===== src/rtl/execute_stage.sv =====
// EX stage of the single-issue 32-bit MIPS pipeline: operand select, ALU, branch condition,
// branch/jump target formation and destination select, all registered into EX/MEM.
module execute_stage (
  input  logic        Clk,
  input  logic        Reset,
  input  logic        RegDst,
  input  logic        ALUSrc0,
  input  logic        ALUSrc1,
  input  logic [4:0]  Shamt,
  input  logic [31:0] Reg_Data1,
  input  logic [31:0] Reg_Data2,
  input  logic [31:0] Imm32b,
  input  logic [31:0] PCPlusFour,
  input  logic [5:0]  Instruction,
  input  logic [5:0]  Opcode,
  input  logic [25:0] instr_index,
  input  logic [4:0]  rt,
  input  logic [4:0]  rd,
  output logic        Zero_output,
  output logic [31:0] ALUResult_output,
  output logic [27:0] j_sll_two_output,
  output logic [31:0] PC_Plus_Branch_output,
  output logic [4:0]  RegDestSelected_output
);

  localparam logic [5:0] OpRtype    = 6'h00;
  localparam logic [5:0] OpRegimm   = 6'h01;
  localparam logic [5:0] OpJ        = 6'h02;
  localparam logic [5:0] OpJal      = 6'h03;
  localparam logic [5:0] OpBeq      = 6'h04;
  localparam logic [5:0] OpBne      = 6'h05;
  localparam logic [5:0] OpBlez     = 6'h06;
  localparam logic [5:0] OpBgtz     = 6'h07;
  localparam logic [5:0] OpAddi     = 6'h08;
  localparam logic [5:0] OpAddiu    = 6'h09;
  localparam logic [5:0] OpSlti     = 6'h0A;
  localparam logic [5:0] OpSltiu    = 6'h0B;
  localparam logic [5:0] OpAndi     = 6'h0C;
  localparam logic [5:0] OpOri      = 6'h0D;
  localparam logic [5:0] OpXori     = 6'h0E;
  localparam logic [5:0] OpLui      = 6'h0F;
  localparam logic [5:0] OpSpecial2 = 6'h1C;
  localparam logic [5:0] OpLb       = 6'h20;
  localparam logic [5:0] OpLh       = 6'h21;
  localparam logic [5:0] OpLw       = 6'h23;
  localparam logic [5:0] OpSb       = 6'h28;
  localparam logic [5:0] OpSh       = 6'h29;
  localparam logic [5:0] OpSw       = 6'h2B;

  logic [31:0] w_a;
  logic [31:0] w_b;
  logic [31:0] w_zimm;
  logic [31:0] w_sum;
  logic [31:0] w_diff;
  logic [31:0] w_mul;
  logic        w_slt;
  logic        w_sltu;
  logic [31:0] w_result;
  logic        w_is_branch;
  logic        w_branch_cond;
  logic        w_zero;

  logic        r_zero;
  logic [31:0] r_result;
  logic [27:0] r_jsll;
  logic [31:0] r_pcb;
  logic [4:0]  r_dst;

  assign w_a    = ALUSrc0 ? {27'b0, Shamt} : Reg_Data1;
  assign w_b    = ALUSrc1 ? Imm32b : Reg_Data2;
  assign w_zimm = {16'b0, Imm32b[15:0]};
  assign w_sum  = w_a + w_b;
  assign w_diff = w_a - w_b;
  // Low 32 bits of a product are identical for signed and unsigned operands.
  assign w_mul  = w_a * w_b;
  assign w_slt  = $signed(w_a) < $signed(w_b);
  assign w_sltu = w_a < w_b;

  always_comb begin
    w_result      = '0;
    w_is_branch   = 1'b0;
    w_branch_cond = 1'b0;
    case (Instruction)
      OpRtype: begin
        case (Opcode)
          6'h20, 6'h21: w_result = w_sum;
          6'h22, 6'h23: w_result = w_diff;
          6'h24:        w_result = w_a & w_b;
          6'h25:        w_result = w_a | w_b;
          6'h26:        w_result = w_a ^ w_b;
          6'h27:        w_result = ~(w_a | w_b);
          6'h2A:        w_result = {31'b0, w_slt};
          6'h2B:        w_result = {31'b0, w_sltu};
          6'h00, 6'h04: w_result = w_b << w_a[4:0];
          6'h02, 6'h06: w_result = w_b >> w_a[4:0];
          6'h03, 6'h07: w_result = $signed(w_b) >>> w_a[4:0];
          6'h08:        w_result = w_a;
          default:      w_result = '0;
        endcase
      end
      OpSpecial2: w_result = (Opcode == 6'h02) ? w_mul : '0;
      OpAddi, OpAddiu, OpLb, OpLh, OpLw, OpSb, OpSh, OpSw: w_result = w_sum;
      OpSlti:   w_result = {31'b0, w_slt};
      OpSltiu:  w_result = {31'b0, w_sltu};
      OpAndi:   w_result = w_a & w_zimm;
      OpOri:    w_result = w_a | w_zimm;
      OpXori:   w_result = w_a ^ w_zimm;
      OpLui:    w_result = {Imm32b[15:0], 16'b0};
      OpJ, OpJal: w_result = PCPlusFour;
      OpBeq: begin
        w_result      = w_diff;
        w_is_branch   = 1'b1;
        w_branch_cond = (w_a == w_b);
      end
      OpBne: begin
        w_result      = w_diff;
        w_is_branch   = 1'b1;
        w_branch_cond = (w_a != w_b);
      end
      OpBgtz: begin
        w_result      = w_diff;
        w_is_branch   = 1'b1;
        w_branch_cond = !w_a[31] && (w_a != '0);
      end
      OpBlez: begin
        w_result      = w_diff;
        w_is_branch   = 1'b1;
        w_branch_cond = w_a[31] || (w_a == '0);
      end
      OpRegimm: begin
        // rt==1 is bgez, anything else is treated as bltz.
        w_result      = w_diff;
        w_is_branch   = 1'b1;
        w_branch_cond = (rt == 5'd1) ? !w_a[31] : w_a[31];
      end
      default: w_result = '0;
    endcase
  end

  assign w_zero = w_is_branch ? w_branch_cond : (w_result == '0);

  always_ff @(posedge Clk) begin
    if (Reset) begin
      r_zero   <= 1'b0;
      r_result <= '0;
      r_jsll   <= '0;
      r_pcb    <= '0;
      r_dst    <= '0;
    end else begin
      r_zero   <= w_zero;
      r_result <= w_result;
      r_jsll   <= {instr_index, 2'b00};
      r_pcb    <= PCPlusFour + {Imm32b[29:0], 2'b00};
      r_dst    <= RegDst ? rd : rt;
    end
  end

  assign Zero_output            = r_zero;
  assign ALUResult_output       = r_result;
  assign j_sll_two_output       = r_jsll;
  assign PC_Plus_Branch_output  = r_pcb;
  assign RegDestSelected_output = r_dst;

endmodule


===== config.mk =====
export PLATFORM = sky130hd
export DESIGN_NAME = execute_stage
export DESIGN_NICKNAME = d
export VERILOG_FILES = /design/src/rtl/execute_stage.sv
export SDC_FILE = /design/constraint.sdc
export NUM_CORES = 2
export LEC_CHECK = 0
export ABC_AREA = 1
export BUFFER_PORTS_ARGS = -buffer_cell sky130_fd_sc_hd__buf_2
export CAP_MARGIN = 10
export CORE_MARGIN = 5
export CORE_UTILIZATION = 28
export DETAILED_ROUTE_END_ITERATION = 8
export GPL_ROUTABILITY_DRIVEN = 0
export PLACE_DENSITY = 0.42
export SYNTH_ARGS = -nofsm -noshare
export SYNTH_HDL_FRONTEND = slang
export SYNTH_SLANG_ARGS = --single-unit

===== constraint.sdc =====
create_clock -name Clk -period 8.06 [get_ports Clk]
set_clock_uncertainty 0.2 [all_clocks]
set_input_delay 0.403 -clock Clk [delete_from_list [all_inputs] [get_ports Clk]]
set_output_delay 0.403 -clock Clk [all_outputs]
set_load 0.02 [all_outputs]

======== Yosys cells after proc, flatten, opt, wreduce, memory -nomap -nowiden ========
Index checks and enable logic that the tools add are counted.
Widths: inputs -> output; s select.
storage, ports and cells
  register bits ........................... 98
  bits in latches ......................... 0
  bits in writable memories ............... 0
  bits in read-only memories .............. 0
  input bits .............................. 186
  output and inout bits ................... 98
  logic and storage cells ................. 89
  memories kept ........................... 0
cells by class
  $add $sub $neg .......................... 3
  multiply operators ...................... 1
  div/mod/pow operators ................... 0
  order comparisons ....................... 2
  equal/unequal tests ..................... 41
  shift operators ......................... 3
  mux-type cells .......................... 10
  bitwise gates (word level) .............. 7
  reductions and logical operators ........ 16
operator list
  kind                count
  $pmux 32 s12        1
  $pmux 32 s11        1
  $eq 6x6->1 const B  16
  $mux 32             3
  $add 32x32->32      2
  $logic_not 32->1    2
  $lt 32x32->1        2
  $eq 6x4->1 const B  9
  $eq 6x3->1 const B  7
  $and 32x16->32      1
  $and 32x32->32      1
  $eq 32x32->1        1
  $mul 32x32->32      1
  $ne 32x32->1        1
  $not 32->32         1
  $or 32x16->32       1
  $or 32x32->32       1
  $reduce_bool 32->1  1
  $shl 32x5->32       1
  $shr 32x5->32       1
  $sshr 32x5->32      1
  $sub 32x32->32      1
  $xor 32x16->32      1
  $xor 32x32->32      1
  14 further kinds    25

======== Depth between registers and ports, before layout ========
  depth in word-level cells ............... 7
  gate-level depth with buffers ........... 43
  mapped depth without buffers ............ 39

======== Worst setup path before layout ========
Ideal clock, no wire load.
  path kind ............................... input -> register
  start ................................... input port ALUSrc0
  end ..................................... register r_zero (netlist: Zero_output)
  library setup time ...................... 0.070 ns
  arrival ................................. 7.630 ns
  required time ........................... 7.790 ns
  path slack .............................. 0.160 ns
  stages .................................. 36
  path buffers ............................ 4
  path through ............................ buf_6 > buf_4 > nor2_1 > clkbuf_1 > inv_1 > buf_1 > nor2_1 > fa_1 > fa_1 > fa_1 > inv_1 > fa_1 > inv_1 > fa_1 > inv_1 > fa_1 > inv_1 > fa_1 > fa_1 > ha_1 > nand2_1 > inv_1 > nand2_1 > inv_1 > a21oi_1 > nand3_1 > a21o_1 > or2_2 > nand3_1 > and3_1 > nand3_1 > nor2_1 > nand2_1 > nor2_1 > nand4_1 > a21oi_1
on the way
  longest elaborated chain between the ends .. 7
  elaborated cells on any way between the ends .. 30
  classes of those cells .................. add/sub (2); mul (1); order compare (2); eq/ne (2); shift (3); mux (7); bitwise (7); reduce/logical (6)
ends and longest elaborated chain
  element                                                 line  source
  start, declared                                         7     input logic ALUSrc0,
  $mux 32 *                                               69    assign w_a = ALUSrc0 ? {27'b0, Shamt} : Reg_Data1;
  branches (longest 5 deep; another with $mul 32x32->32)  --
  $mux 1 *                                                140   assign w_zero = w_is_branch ? w_branch_cond : (w_result == '0);
  end signal, assigned                                    150   r_zero <= w_zero;
  end, declared                                           63    logic r_zero;
Every way passes the cells marked *.
A chain may end at the register's enable or synchronous reset.

======== Final worst setup path ========
Ends and elaborated chain as after synthesis.

==> metrics.yaml <==
run_status:
  status: "completed"
logic_synthesis:
  yosysTopAreaCell: "fa_1"
  synth_edf_count: 0
  synth-main-ff-cell: "dfxtp_1"
  synth_top_family_by_area: "adder cells"
  synth-adder-area-share: 0.360
  synth_seq_cells: 96
  synth_seq_area_share: 0.0592
  yosysMostFrequentCell: "nand2_1"
  ys_top_cells_by_area: "fa_1, nand2_1, ha_1, inv_1, nor2_1"
  avgSynthCellArea_um2: 6.42
  synth_top_area_frac: 0.254
  synth_cell_types: 65
  synthXorXnorAreaFrac: 0.0124
  synthMuxAreaShare: 0.000308
  syn_inst: 5053
  synth_simple_gate_area_frac: 0.327
  async_reset_ff_frac: 0
  synth-compound-area-share: 0.112
  synth_common_cells: "nand2_1, inv_1, nor2_1"
  netlist_area_um2: 32500
  ys_warn_count: 0
cts:
  numClockSinks: 96
  htreeDepth: 3
  cts_buffers: 9
  cts_tree: "yes"
  cts_max_path_buffers: 2
  root_buffer: "clkbuf_16"
  clkTransAtPathRegs_ns: 0.08
power_and_ir_drop:
  comb_power_share: 0.947
  leakagePower_uw: 0.0214
  pwr_density_cell_nw_per_um2: 484
  p_switching_uw: 10300
  seqPwrFrac: 0.027
  intPower_uw: 9210
  p_total_uw: 19500
  p_clk_frac: 0.026
  ir_drop_v: 0.00100
  swShare: 0.527
floorplan:
  io_pins: 284
  die_h_um: 350
  die_area_um2: 123000
  fp.dieW_um: 350
  coreArea_um2: 116000
  rows: 125
  start_util: 0.281
final_layout:
  seqCellArea_um2: 1920
  utilization: 0.348
  drive_gt1_frac: 0.176
  final_area_um2: 40200
  nets: 6551
  syn2layout_area_growth_pct: 24.0
  fill_cells: 12900
  multi_input_area_um2: 26800
timing:
  fin_crit_sh: 0.975
  hold_viol: 0
  tightest_slew_ns: 1.35
  min_period_ns: 7.86
  fmax_ghz: 0.127
  setup_violations: 0
  fin_setup_tns_ns: 0
  relSlewSlack: 0.0783
  slew_viol_final: 0
detailed_routing:
  routed-via-count: 38600
  drt_pass1_iterations: 9
  drc: 0
  wl_per_cell_um: 27.3
  ant_nets: 0
  vias_per_cell: 5.35
  drt_iter0_drc: 5323
  drt-total-wl_um: 197000
critical_path:
  critPathArrivalTime_ns: 7.95
  worst-path-buf-inv: 7
  crit_family: "adder cells"
  criticalPathCategory: "input pin to flip-flop"
  path_max_fanout: 11
  slowest_stage: "fa_1"
  cp.required_ns: 8.15
  cpPeakStageDelay_ns: 0.58
  crit_path_start_kind: "input pin"
  worstSetupEndpointType: "flip-flop"
global_routing:
  grt_pass1_vias: 36500
  grt_usage: 0.310
  antenna_found_initial: 13
  grt_pass1_wl_um: 272000
  grt_max_degree: 60
  grt_overflow: 0
hold_path:
  hold_class: "input pin to flip-flop"
  hold_path_startpoint: "instr_index[4]"
  hold_path_end: "j_sll_two_output[6]$_SDFF_PP0_"
  hold_depth: 3
placement:
  io_buffers: 281
  dp_hpwl_um: 167000
  placed_cell_area_um2: 39100
job:
  maxCapViolCount: 0
-- placed cells by master (no fill, tap or decap), drive strengths merged, types with 8 or more instances in the layout --
master and n:
buf 801, dfxtp 96, o21a 11, o2111ai 14, nor2 614, nand3b 13
fa 411, and3 8, xor2 32, o211ai 22, ha 276, o21bai 15
xnor2 14, a211oi 15, nand4 62, clkbuf 13, nand2 1369, nand3 429
nor4 11, or2 15, o21ai 192, clkinv 12, a21o 13, nor3 32
a21oi 225, a221oi 32, o22ai 28, a31oi 11, inv 854
-- power groups by stage --
stage / registers, uW / clock network [uW] / logic [uW]
2_1_floorplan: 577 / 0 / 8190
3_3_place_gp: 531 / 0 / 16100
3_5_place_dp: 531 / 0 / 16000
4_1_cts: 520 / 526 / 16100
5_1_grt: 523 / 551 / 19900
6_report: 520 / 508 / 18400
-- flip-flops by register name, indices dropped and copies added (netlist names) --
register / cells
RegDestSelected_output: 5
j_sll_two_output: 26
PC_Plus_Branch_output: 32
Zero_output: 1
ALUResult_output: 32
-- per-stage QoR --
step | hold slack (ns) | setup slack (ns) | instances
global route | 0.00512 | -0.0231 | 7207
floorplan | 0.310 | 0.160 | 5054
detailed placement | 0.410 | -0.559 | 7170
global placement | 0.402 | -0.518 | 7170
finish | 0.0273 | 0.200 | 7213
CTS | 0.00874 | 0.00298 | 7186
-- how the worst max path moves through the flow --
stage | from | endpoint | slack, ns | depth (start not counted)
floorplan | ALUSrc0 | Zero_output$_SDFF_PP0_ | 0.16 | 36
global route | ALUSrc1 | Zero_output$_SDFF_PP0_ | -0.02 | 39
detailed placement | ALUSrc0 | Zero_output$_SDFF_PP0_ | -0.56 | 32
CTS | ALUSrc0 | Zero_output$_SDFF_PP0_ | 0.003 | 34
finish | ALUSrc0 | Zero_output$_SDFF_PP0_ | 0.20 | 33
global placement | ALUSrc0 | Zero_output$_SDFF_PP0_ | -0.52 | 32
-- cells by family after synthesis --
kind of cell	Yosys count
AND/OR/NAND/NOR	2558
buffers and inverters	1057
adder cells (fa/ha/maj)	687
AO/OA/AOI/OAI	607
flip-flops	96
XOR/XNOR	46
other	1
multiplexers	1
-- routing by layer --
layer  up-vias  track usage  routed length (um)
met5         -            0                  38
met2      2505        0.445               78900
met3       456       0.0963               24900
met4         6        0.135               11400
met1     18500        0.425               81600
li1      17100            -                   -
-- tightest hold or removal path: stages --
cell,delay (ns)
buf_2,0.07
inv_1,0.03
nor2_1,0.06
-- repair_timing --
item / in CTS / in global routing
gates resized for setup: 5 / 128
hold buffers: 0 / 0
pin swaps: 0 / 37
setup endpoints to repair: 1 / 3
cloned: 0 / 2
buffers inserted: 0 / 20
-- layout make-up --
cell class	count	area share
antenna	6	0.000373
clock buffer	10	0.00594
clock inverter	6	0.00274
inverter	866	0.0818
multi-input combinational	3901	0.667
sequential	96	0.0478
tap	1524	0.0474
timing repair buffer	804	0.147
No activity file was read; power rests on OpenSTA's default activity.
